$ cat config.mk
export PLATFORM = sky130hd
export DESIGN_NAME = hazard_control_unit
export DESIGN_NICKNAME = d
export VERILOG_FILES = /design/src/rtl/hazard_control_unit.sv
export SDC_FILE = /design/constraint.sdc
export NUM_CORES = 1
export LEC_CHECK = 0
export ABC_AREA = 1
export ABC_CLOCK_PERIOD_IN_PS = 2320
export BUFFER_PORTS_ARGS = -buffer_cell sky130_fd_sc_hd__buf_2
export CORE_AREA = 2 2 39 41
export CTS_CLUSTER_DIAMETER = 100
export DETAILED_ROUTE_END_ITERATION = 6
export DIE_AREA = 0 0 41 43
export GPL_TIMING_DRIVEN = 0
export PLACE_DENSITY = 0.74
export SYNTH_ARGS = -nofsm -noshare
export SYNTH_HDL_FRONTEND = slang
export SYNTH_SLANG_ARGS = --single-unit
$ cat constraint.sdc
create_clock -name clk -period 2.32 [get_ports clk]
set_input_delay 0.232 -clock clk [delete_from_list [all_inputs] [get_ports clk]]
set_output_delay 0.232 -clock clk [all_outputs]
set_load 0.01 [all_outputs]
$ cat src/rtl/hazard_control_unit.sv
// -----------------------------------------------------------------------------
// hazard_control_unit
//
// Pipeline hazard controller placed beside the decode stage. It drives the
// stall/flush enables of the IF/ID, ID/EX and EX pipeline registers:
//   - load-use hazard between ID and EX: holds PC and IF/ID and injects
//     bubbles into ID/EX for LOAD_STALL_CYCLES cycles, matching data-memory
//     latency;
//   - multi-cycle MUL/DIV busy: freezes IF, ID and EX;
//   - taken branch/jump resolved in EX: squashes IF/ID and bubbles ID/EX.
// All outputs are combinational from the FSM state and the current inputs,
// so the first stall is raised in the same cycle the hazard is detected.
//
// Parameters
//   REG_ADDR_WIDTH     register address width
//   LOAD_STALL_CYCLES  bubbles per load-use hazard, legal range 1..7
//
// Ports
//   clk, rst                    core clock, asynchronous active-high reset
//   rs1/rs2_addr_ID_i           source registers of the instruction in ID
//   rs1/rs2_used_ID_i           ID instruction really reads rs1/rs2
//   rd_addr_EX_i                destination of the instruction in EX
//   valid_EX_i                  EX holds a real instruction (not a bubble)
//   is_load_EX_i                EX instruction writes back from memory
//   branch_taken_EX_i           branch/jump resolved taken in EX
//   mdu_busy_i                  multi-cycle MUL/DIV in EX not yet done
//   stall_IF_o                  hold PC / IF
//   stall_ID_o                  hold IF/ID register
//   stall_EX_o                  hold ID/EX and EX
//   bubble_EX_o                 load NOP into ID/EX
//   flush_ID_o                  squash IF/ID contents
//   busy_o                      FSM not in IDLE
//
// Optional feature (macro HAZARD_PERF_CNT_EN)
//   ld_stall_cnt_o              saturating count of load-hazard bubble cycles
//   flush_cnt_o                 saturating count of flush cycles
// -----------------------------------------------------------------------------
module hazard_control_unit #(
    parameter int unsigned REG_ADDR_WIDTH    = 5,
    parameter int unsigned LOAD_STALL_CYCLES = 1
) (
    input  logic                      clk,
    input  logic                      rst,
    input  logic [REG_ADDR_WIDTH-1:0] rs1_addr_ID_i,
    input  logic [REG_ADDR_WIDTH-1:0] rs2_addr_ID_i,
    input  logic                      rs1_used_ID_i,
    input  logic                      rs2_used_ID_i,
    input  logic [REG_ADDR_WIDTH-1:0] rd_addr_EX_i,
    input  logic                      valid_EX_i,
    input  logic                      is_load_EX_i,
    input  logic                      branch_taken_EX_i,
    input  logic                      mdu_busy_i,
    output logic                      stall_IF_o,
    output logic                      stall_ID_o,
    output logic                      stall_EX_o,
    output logic                      bubble_EX_o,
    output logic                      flush_ID_o,
    output logic                      busy_o
`ifdef HAZARD_PERF_CNT_EN
    ,
    output logic [31:0]               ld_stall_cnt_o,
    output logic [31:0]               flush_cnt_o
`endif
);

    if (LOAD_STALL_CYCLES < 1 || LOAD_STALL_CYCLES > 7) begin : g_bad_stall_cycles
        $error("hazard_control_unit: LOAD_STALL_CYCLES must be in 1..7");
    end

    typedef enum logic {
        ST_IDLE,
        ST_LD_STALL
    } state_e;

    // Remaining stall cycles after the detection cycle.
    localparam logic [2:0] CNT_INIT = 3'(LOAD_STALL_CYCLES - 1);

    state_e     state_q, state_d;
    logic [2:0] cnt_q, cnt_d;
    logic       hit;

    // Load in EX whose destination is read by ID; x0 is never a real producer.
    assign hit = valid_EX_i & is_load_EX_i & (rd_addr_EX_i != '0) &
                 ((rs1_used_ID_i & (rd_addr_EX_i == rs1_addr_ID_i)) |
                  (rs2_used_ID_i & (rd_addr_EX_i == rs2_addr_ID_i)));

    always_comb begin
        // NOTE: every signal written here gets a default first, so no path
        // through the block can leave one unassigned and infer a latch.
        state_d     = state_q;
        cnt_d       = cnt_q;
        stall_IF_o  = 1'b0;
        stall_ID_o  = 1'b0;
        stall_EX_o  = 1'b0;
        bubble_EX_o = 1'b0;
        flush_ID_o  = 1'b0;
        busy_o      = 1'b0;

        // While reset is asserted every output stays 0.
        if (!rst) begin
            busy_o = (state_q != ST_IDLE);
            unique case (state_q)
                ST_IDLE: begin
                    if (mdu_busy_i) begin
                        stall_IF_o = 1'b1;
                        stall_ID_o = 1'b1;
                        stall_EX_o = 1'b1;
                    end else if (branch_taken_EX_i) begin
                        // The ID instruction is squashed, so a coincident
                        // hit is irrelevant.
                        flush_ID_o  = 1'b1;
                        bubble_EX_o = 1'b1;
                    end else if (hit) begin
                        stall_IF_o  = 1'b1;
                        stall_ID_o  = 1'b1;
                        bubble_EX_o = 1'b1;
                        if (LOAD_STALL_CYCLES > 1) begin
                            state_d = ST_LD_STALL;
                            cnt_d   = CNT_INIT;
                        end
                    end
                end
                ST_LD_STALL: begin
                    // The counter alone decides the end of the stall; hit is
                    // not looked at again.
                    stall_IF_o = 1'b1;
                    stall_ID_o = 1'b1;
                    if (mdu_busy_i) begin
                        // MDU freeze takes over EX; the load stall is paused.
                        stall_EX_o = 1'b1;
                    end else begin
                        bubble_EX_o = 1'b1;
                        if (cnt_q == 3'd1) begin
                            state_d = ST_IDLE;
                            cnt_d   = 3'd0;
                        end else begin
                            cnt_d = cnt_q - 3'd1;
                        end
                    end
                end
                default: begin
                    state_d = ST_IDLE;
                    cnt_d   = 3'd0;
                end
            endcase
        end
    end

    always_ff @(posedge clk or posedge rst) begin
        // NOTE: state registers use non-blocking assignments so every flop
        // samples the values from before this edge, independent of order.
        if (rst) begin
            state_q <= ST_IDLE;
            cnt_q   <= 3'd0;
        end else begin
            state_q <= state_d;
            cnt_q   <= cnt_d;
        end
    end

`ifdef HAZARD_PERF_CNT_EN
    logic [31:0] ld_stall_cnt_q;
    logic [31:0] flush_cnt_q;
    logic        ld_bubble;

    // A bubble without a flush can only come from a load hazard.
    assign ld_bubble = bubble_EX_o & ~flush_ID_o;

    always_ff @(posedge clk or posedge rst) begin
        if (rst) begin
            ld_stall_cnt_q <= 32'd0;
            flush_cnt_q    <= 32'd0;
        end else begin
            if (ld_bubble && (ld_stall_cnt_q != 32'hFFFF_FFFF)) begin
                ld_stall_cnt_q <= ld_stall_cnt_q + 32'd1;
            end
            if (flush_ID_o && (flush_cnt_q != 32'hFFFF_FFFF)) begin
                flush_cnt_q <= flush_cnt_q + 32'd1;
            end
        end
    end

    assign ld_stall_cnt_o = ld_stall_cnt_q;
    assign flush_cnt_o    = flush_cnt_q;
`endif

    // EX is a bubble during a load stall, so a taken branch there means the
    // surrounding pipeline is broken.
    a_no_branch_in_ld_stall : assert property (
        @(posedge clk) disable iff (rst)
        (state_q == ST_LD_STALL) |-> !branch_taken_EX_i
    );

endmodule

; Yosys cells after proc, flatten, opt, wreduce, memory -nomap -nowiden
; Cells that the tools add are included.
[totals]
reg_bits = 4
input_bits = 23
out_inout_bits = 6
word_cells = 38
[classes]
add_sub_neg = 1
eq_ne = 3
mux = 21
bitwise_logic = 9
reduce_logical = 2
[op_table]
columns = operator, count
row1 = $mux 1, 18
row2 = $eq 5x5->1, 2
row3 = $and 1x1->1, 5
row4 = $reduce_bool 5->1, 1
row5 = $pmux 1 s2, 2
row6 = $eq 3x1->1 const B, 1
row7 = $mux 3, 1
row8 = $not 1->1, 3
row9 = $reduce_and 3->1, 1
row10 = $sub 3x1->3 const B, 1
row11 = $or 1x1->1, 1

; Longest topological paths before layout
; Gate-level depths: netlist (run 1).
[depth]
word_depth = 9
depth_mapped = 9
ltp_nobuf = 8

; Worst setup path before layout (run 1)
; OpenSTA, ideal clock, no wires.
[synth_path]
path_kind = input -> output
startpoint = in rd_addr_EX_i[3]
endpoint = out stall_IF_o
arrival_time_ns = 1.078
t_required_ns = 2.088
slack_ns = 1.010
stages = 9
n_path_buf = 1
path_cell_list = inv_1 > nand2_1 > nand2_1 > nor2_1 > nand3_1 > nand2_1 > nand3_1 > a21oi_1 > buf_4
[synth_between]
elab_chain_cells = 9
word_cells_on_any_way = 13
classes_between = eq/ne: 2 / mux: 5 / bitwise: 5 / reduce/logical: 1
[synth_lines]
columns = element, line_no
row1 = "start, declared", 48  ; input logic [REG_ADDR_WIDTH-1:0] rd_addr_EX_i,
row2 = $eq 5x5->1 (on tied branches), "84, 85"
row3 = $and 1x1->1 (on tied branches), "84, 85"
row4 = $or 1x1->1, 84  ; ((rs1_used_ID_i & (rd_addr_EX_i == rs1_addr_ID_i)) |
row5 = $and 1x1->1 *, 83  ; assign hit = valid_EX_i & is_load_EX_i & (rd_addr_EX_i != '0) &
row6 = $mux 1 * (3 in series), -
row7 = $pmux 1 s2 *, -
row8 = $mux 1 *, -
row9 = "end, declared", 53  ; output logic stall_IF_o,
; Every way passes the cells marked *; elsewhere a longest branch is shown, timed or not.

; Worst setup path in the final report (run 1)
[layout_path]
startpoint = in rst
endpoint = out bubble_EX_o
[layout_between]
elab_chain_cells = 1
[layout_lines]
columns = element, line_no
row1 = "start, declared", 43  ; input logic rst,
row2 = $mux 1, 100  ; if (!rst) begin
row3 = "end, declared", 56  ; output logic bubble_EX_o,
; No other way between the ends.

==> impl_metrics.ini, run 1 <==
[cells_and_area]
n_antenna_cell = 0
final_nets = 152
final_cell_mix = nand2_1, buf_2, inv_1
areaGrowthSynthToFinish_pct = 38.6
fin_area_sq_um = 692
layout-drive-gt1-share_pct = 30.4
fillers = 165
layout_commonest_cell = nand2_1

[critical_path]
crit_arrival_ns = 1.38
slowest_stage = dlygate4sd3_1
required_ns = 2.09
crit_type = input port to primary output
crit_path_max_incr_delay_ns = 0.53
crit_path_start_kind = input port
worst-path-max-fanout = 6
crit_chain = dlygate4sd3_1 -> buf_2 -> nor2_2 -> a21boi_2 -> buf_2
cpMostUsedCell = buf_2
endpoint_kind = primary output
r2r_cells = 7

[place]
globalplace.congestion = 0.741
dpl_cell_area_sq_um = 659
portBuffers = 28
place_hpwl_microns = 965

[clock_tree]
post_cts_buffers = 0
cts_made_buffers = 3
cts.repair.resized = 0
clock_tree.buffer_depth = 2
holdBufCountCts = 1
clock-sinks = 4
cts.clk_slew.worst_paths_ns = 0.04
clk_latency_ns = 0.24
ctsHtreeMaxLevel = 1
root_buffer = clkbuf_4
cts_tree = yes

[global_routing]
track_usage_pct = 14.4
antenna_found_initial = 0
grt_max_degree = 7
grt_pass1_vias = 526
gr-total-overflow = 0
grt_pass1_wl_microns = 1760

[routing]
detail-route-antenna-nets = 0
drt_wl_total_microns = 1090
avgViaCountPerCell = 4.38
routed-via-count = 617
first_iter_violations = 13
detail_route.first_pass.iterations = 4
wl_per_cell_microns = 7.75
drc = 0

[floorplan]
die_w_microns = 41
die_area_sq_um = 1760
die_h_microns = 43
io_pins = 29
core_area_sq_um = 1380
initial_utilization_pct = 36.1
num_rows = 14

[sta]
rsz0062_at_grt = no
fmaxAchievable_mhz = 621
hold_viol = 0
tns_ns = 0
report.final.slew_viol_count = 0
period_share_pct = 69.4
relSlewSlack_pct = 83.9
setup_viol = 0
fin_crit_ns = 1.61
fin_skew_ns = 0.000244
worst_pin_slew_ns = 0.239

[pwr]
irDropWorstVdd_uv = 213
powerDensity_nw_per_um2 = 581
p_leak_uw = 0.000473

[hold_path]
hold_class = input port to flop
holdPathStages = 4

[synth]
yosysUniqueCellTypes = 17
syn_area_sq_um = 499
syn_inst = 93
synth_nets = 118
synth.avg_cell_area_sq_um = 5.37
synth_warnings = 0
synth-seq-cells = 4
ys_seq_area_share_pct = 20.1

[outcome]
status = completed

[job]
cap_violations = 0
## per-layer routing
| layer | global-route usage (%) | up-vias | share of wire (%) |
|---|---|---|---|
| met5 | 0 | - | 0 |
| met4 | 6.67 | 0 | 0 |
| met3 | 4.71 | 0 | 7.6 |
| met2 | 23.8 | 22 | 49 |
| met1 | 15.4 | 257 | 43 |
| li1 | - | 338 | - |
## flip-flops by register name, summed over array words and instances (netlist names)
name     count
state_q      1
cnt_q        3
## cell type report
class,count,area [sq um],area share (%)
sequential,4,100,14.5
multi-input combinational,65,305,44.1
inverter,23,86.3,12.5
timing repair buffer,29,150,21.7
buffer,1,7.51,1.08
clock buffer,3,22.5,3.25
tap,16,20.0,2.89
## through the flow
step	power, uW	hold WS [ns]	setup slack (ns)	std cells	util, %
2_1_floorplan	255	-0.00192	1.01	93	-
3_3_place_gp	307	0.174	0.868	137	47.6
3_5_place_dp	317	0.181	0.827	137	47.6
4_1_cts	409	0.340	0.711	141	50.0
5_1_grt	446	0.366	0.610	141	50.0
6_report	402	0.353	0.711	141	50.0
## report_power, final
| part | switching, uW | internal [uW] | total [uW] |
|---|---|---|---|
| registers | 27.0 | 102 | 129 |
| clock network | 29.5 | 57.9 | 87.4 |
| logic | 98.2 | 87.5 | 186 |
## worst max-delay path: cells and delay by family
kind	cells	cell delay [ns]
and+or+nand+nor	1	0.14
AOI/OAI and AO/OA	1	0.18
buffers and inverters	3	0.83
## Yosys cell counts
cell | count | area share [%]
o31ai_1 | 1 | 1.5
mux2_4 | 1 | 3.0
nor4_1 | 1 | 1.3
nand4_1 | 1 | 1.3
nor2_2 | 1 | 1.3
inv_1 | 22 | 17
a21oi_1 | 2 | 2.0
ha_1 | 2 | 5.0
buf_4 | 1 | 1.5
nand2_2 | 2 | 2.5
dfrtp_1 | 4 | 20
a21boi_2 | 1 | 2.3
o21ai_0 | 1 | 1.0
nor2_1 | 16 | 12
nand2_1 | 32 | 24
inv_2 | 1 | 0.75
nand3_1 | 4 | 4.0
## kinds of logic after synthesis
group           Yosys count  share of synthesized area [%]
buf+inv                  24                           18.8
mux                       1                           3.01
simple gates             57                           46.4
compound gates            5                           6.77
flops                     4                           20.1
fa+ha+maj                 2                           5.01
## worst paths after layout
kind	from	to	slack [ns]
setup / recovery	rst	bubble_EX_o	0.71
hold / removal	mdu_busy_i	cnt_q[1]$_DFFE_PP0P_	0.35
setup reg to reg	cnt_q[1]$_DFFE_PP0P_	cnt_q[0]$_DFFE_PP0P_	1.18
hold reg to reg	cnt_q[1]$_DFFE_PP0P_	cnt_q[1]$_DFFE_PP0P_	0.48
max in group asynchronous	rst	cnt_q[0]$_DFFE_PP0P_	1.69
min in group asynchronous	rst	cnt_q[2]$_DFFE_PP0P_	0.48
(Power assumes the default switching activity.)
==> inputs of run 2 (changes only) <==
- ABC_CLOCK_PERIOD_IN_PS: 2320 -> 1450
- CORE_AREA: 2 2 39 41 -> 2 2 40 42
- DIE_AREA: 0 0 41 43 -> 0 0 42 44
- clock period: 2.32 -> 1.45 ns (I/O delays scaled with it)
==> impl_metrics.ini, run 2 (synthesis results as in run 1) <==
[global_routing]
grt_pass1_vias = 546
antenna_found_initial = 0
grt_max_degree = 7
track_usage_pct = 13.7
grt_pass1_wl_microns = 1930
gr-total-overflow = 0

[clock_tree]
clock-sinks = 4
cts_made_buffers = 3
post_cts_buffers = 0
cts.clk_slew.worst_paths_ns = 0.04
root_buffer = clkbuf_4
ctsHtreeMaxLevel = 1
clk_latency_ns = 0.23
cts_tree = yes
clock_tree.buffer_depth = 2

[pwr]
clkPwrFrac_pct = 21.1
power_frac_comb_pct = 46.7
p_sw_share_pct = 38.4
p_seq_share_pct = 32.2
internal-power_uw = 399
switching_power_uw = 249
irDropWorstVdd_uv = 476
powerDensity_nw_per_um2 = 915
p_leak_uw = 0.000475

[floorplan]
core_area_sq_um = 1420
initial_utilization_pct = 35.2
die_area_sq_um = 1850
num_rows = 14
io_pins = 29
die_h_microns = 44
die_w_microns = 42

[place]
place_hpwl_microns = 961
dpl_worst_slack_ns = 0.156
dpl_cell_area_sq_um = 659
portBuffers = 28
globalplace.congestion = 0.738

[cells_and_area]
areaGrowthSynthToFinish_pct = 41.6
final_cell_mix = nand2_1, buf_2, inv_1
n_antenna_cell = 0
top_register = cnt_q
largest_reg_flops = 3
final_nets = 152
fin_area_sq_um = 707
largest_registers = cnt_q x3, state_q x1
layout_commonest_cell = nand2_1
final_util_pct = 49.8
layout-drive-gt1-share_pct = 32.0

[critical_path]
crit_buf_inv = 3
worst-path-max-fanout = 6
endpoint_kind = primary output
slowest_stage = dlygate4sd3_1
worstSetupEndpoint = flush_ID_o
crit_cells = 4
crit_chain = dlygate4sd3_1 -> buf_2 -> nor4_2 -> buf_2
setup.worst_path.start = rst
cp_top_family = buffers and inverters
r2r_setup_slack_ns = 0.34
required_ns = 1.31
r2r_cells = 4
cpMostUsedCell = buf_2
reg2reg_to = cnt_q[2]$_DFFE_PP0P_
crit_path_start_kind = input port
reg2reg_from = cnt_q[0]$_DFFE_PP0P_
crit_path_max_incr_delay_ns = 0.53
crit_arrival_ns = 1.25
crit_type = input port to primary output

[outcome]
status = completed

[routing]
first_iter_violations = 11
drt_wl_total_microns = 1130
detail-route-antenna-nets = 0
wl_per_cell_microns = 8.01
avgViaCountPerCell = 4.36
detail_route.first_pass.iterations = 4
routed-via-count = 615
drc = 0

[sta]
layout_setup_ws_ns = 0.0551
fin_crit_ns = 1.39
relSlewSlack_pct = 86.3
fmaxAchievable_mhz = 717
rsz0062_at_grt = no
hold_viol = 0
report.final.slew_viol_count = 0
setup_viol = 0
worst_pin_slew_ns = 0.204
fin_skew_ns = 0.000396
period_share_pct = 96.2
tns_ns = 0

[hold_path]
min-delay-start = mdu_busy_i
hold_class = input port to flop

[job]
cap_violations = 0
## run 2: cell counts in the layout (fill, tap and decap cells not counted)
Identical to the previous run, type by type.
## run 2: metrics by stage
stage	total power [uW]	hold WS, ns	std cells
6_report	647	0.289	141
3_5_place_dp	502	0.0944	137
2_1_floorplan	408	-0.0889	93
4_1_cts	651	0.258	141
5_1_grt	729	0.284	141
3_3_place_gp	493	0.0878	137
## run 2: layout make-up
class / count / area [sq um]
Buffer: 1 / 7.51
Tap cell: 16 / 20.0
Clock buffer: 3 / 22.5
Multi-Input combinational cell: 65 / 320
Inverter: 23 / 86.3
Timing Repair Buffer: 29 / 150
Sequential cell: 4 / 100
Fill cell: 158 / 712
## run 2: what timing repair did
item	in CTS	in global routing
hold buffers	1	0
endpoints found under the hold margin	4	0
endpoints found under the setup margin	0	3
gates resized for setup	0	3
## run 2: power by group through the flow
| stage | registers, uW | logic (uW) | clock network (uW) |
|---|---|---|---|
| 6_report | 208 | 302 | 136 |
| 3_5_place_dp | 206 | 296 | 0 |
| 4_1_cts | 205 | 303 | 143 |
| 3_3_place_gp | 204 | 289 | 0 |
| 5_1_grt | 220 | 352 | 157 |
| 2_1_floorplan | 197 | 211 | 0 |
## run 2: per-layer routing
layer	up-vias	global-route usage, %	share of wire, %
met1	252	15.2	44
met3	0	6.25	10
li1	339	-	-
met4	0	3.87	0
met2	24	23.8	46
met5	-	0	0
## run 2: worst min path at each step
stage                     slack [ns]  cells after the start              endpoint
after detailed placement        0.09                      2   state_q$_DFFE_PP0N_
after CTS                       0.26                      3   state_q$_DFFE_PP0N_
after global placement          0.09                      2   state_q$_DFFE_PP0N_
after floorplan                -0.09                      1  cnt_q[0]$_DFFE_PP0P_
after global routing            0.28                      3   state_q$_DFFE_PP0N_
final                           0.29                      3   state_q$_DFFE_PP0N_
## run 2: worst min-delay path: stages
cell	delay, ns
buf_2	0.14
nor2_4	0.06
a21oi_1	0.13
==> inputs of run 3 (changes only) <==
- ABC_CLOCK_PERIOD_IN_PS: 1450 -> 1790
- CORE_AREA: 2 2 40 42 -> 4 4 41 43
- DIE_AREA: 0 0 42 44 -> 0 0 45 47
- clock period: 1.45 -> 1.79 ns (I/O delays scaled with it)
==> impl_metrics.ini, run 3 (synthesis results as in run 1) <==
[floorplan]
die_h_microns = 47
io_pins = 29
die_area_sq_um = 2120
initial_utilization_pct = 38.4
die_w_microns = 45
num_rows = 13
core_area_sq_um = 1300

[job]
cap_violations = 0

[clock_tree]
clk_latency_ns = 0.23
cts_made_buffers = 3
clock-sinks = 4
cts_tree = yes
cts.clk_slew.worst_paths_ns = 0.04
ctsHtreeMaxLevel = 1
clock_tree.buffer_depth = 2
holdBufCountCts = 1
post_cts_buffers = 0
root_buffer = clkbuf_4
cts.repair.resized = 0

[global_routing]
gr-total-overflow = 0
antenna_found_initial = 0
grt_pass1_vias = 544
track_usage_pct = 13.0
grt_max_degree = 7
grt_pass1_wl_microns = 2020

[cells_and_area]
n_antenna_cell = 0
largest_reg_flops = 3
final_nets = 152
fillers = 150
layout_commonest_cell = nand2_1
largest_registers = cnt_q x3, state_q x1
layout-drive-gt1-share_pct = 30.4
stdcell_count = 140
top_register = cnt_q
areaGrowthSynthToFinish_pct = 38.3
seqCellArea_sq_um = 100
multiInputGateArea_sq_um = 305
final_cell_mix = nand2_1, buf_2, inv_1

[critical_path]
r2r_cells = 7
crit_type = input port to primary output
slowest_stage = dlygate4sd3_1
crit_path_start_kind = input port
worst-path-max-fanout = 6
endpoint_kind = primary output
crit_path_max_incr_delay_ns = 0.54
crit_arrival_ns = 1.34
crit_chain = dlygate4sd3_1 -> buf_2 -> nor2_2 -> a21boi_2 -> buf_2
required_ns = 1.61
cpMostUsedCell = buf_2

[place]
dp_cells = 136
portBuffers = 28
place_hpwl_microns = 1050
globalplace.congestion = 0.831

[routing]
detail_route.first_pass.iterations = 3
wl_per_cell_microns = 8.56
first_iter_violations = 4
drc = 0
drt_wl_total_microns = 1200
routed-via-count = 604
avgViaCountPerCell = 4.31
detail-route-antenna-nets = 0

[outcome]
status = completed

[hold_path]
hold_class = input port to flop
holdPathStages = 3

[sta]
rsz0062_at_grt = no
report.final.slew_viol_count = 0
worst_pin_slew_ns = 0.225
fmaxAchievable_mhz = 658
hold-worst-slack_ns = 0.297
period_share_pct = 84.9
hold_viol = 0
setup_viol = 0
tns_ns = 0
fin_crit_ns = 1.52
relSlewSlack_pct = 84.9
fin_skew_ns = 0.00593

[pwr]
irDropWorstVdd_uv = 615
p_leak_uw = 0.000473
powerDensity_nw_per_um2 = 756
-- run 3: cell counts in the layout (fill, tap and decap cells not counted) --
No cell type changed its count.
-- run 3: final cells by class --
class / count / share of cell area [%]
plain buffers: 1 / 1.09
clock buffers: 3 / 3.26
inverters: 23 / 12.5
multi-input cells: 65 / 44.2
flip-flops and latches: 4 / 14.5
well taps: 15 / 2.72
repair buffers: 29 / 21.7
-- run 3: path summary, 6_finish.rpt --
kind	start	end	slack, ns
setup / recovery	rst	bubble_EX_o	0.27
hold / removal	mdu_busy_i	state_q$_DFFE_PP0N_	0.30
setup reg to reg	cnt_q[1]$_DFFE_PP0P_	cnt_q[0]$_DFFE_PP0P_	0.66
hold reg to reg	cnt_q[1]$_DFFE_PP0P_	cnt_q[1]$_DFFE_PP0P_	0.48
max in group asynchronous	rst	cnt_q[0]$_DFFE_PP0P_	1.20
min in group asynchronous	rst	cnt_q[2]$_DFFE_PP0P_	0.44
-- run 3: through the flow --
stage | total power [uW] | cell area [sq um] | setup slack, ns | utilization [%]
after floorplan | 331 | 499 | 0.586 | -
after global placement | 397 | 658 | 0.435 | 50.6
after detailed placement | 415 | 658 | 0.407 | 50.6
after CTS | 531 | 691 | 0.256 | 53.1
after global routing | 583 | 691 | 0.209 | 53.1
final | 522 | 691 | 0.270 | 53.1
-- run 3: worst max-delay path: cells and delay by family --
kind | cells | cell delay (ns)
buffers and inverters | 3 | 0.84
AO/OA/AOI/OAI | 1 | 0.18
AND/OR/NAND/NOR | 1 | 0.14
-- run 3: metal layers --
metal / global-route usage, % / up-vias / share of wire [%]
met4: 1.75 / 0 / 0
met1: 16.3 / 252 / 44
met5: 0 / - / 0
met2: 21.5 / 17 / 46
li1: - / 335 / -
met3: 5.36 / 0 / 9.5
-- run 3: report_power, final --
part	switching [uW]	internal [uW]	total, uW
clock	33.5	74.7	108
combinational	132	114	246
sequential	35.1	132	168
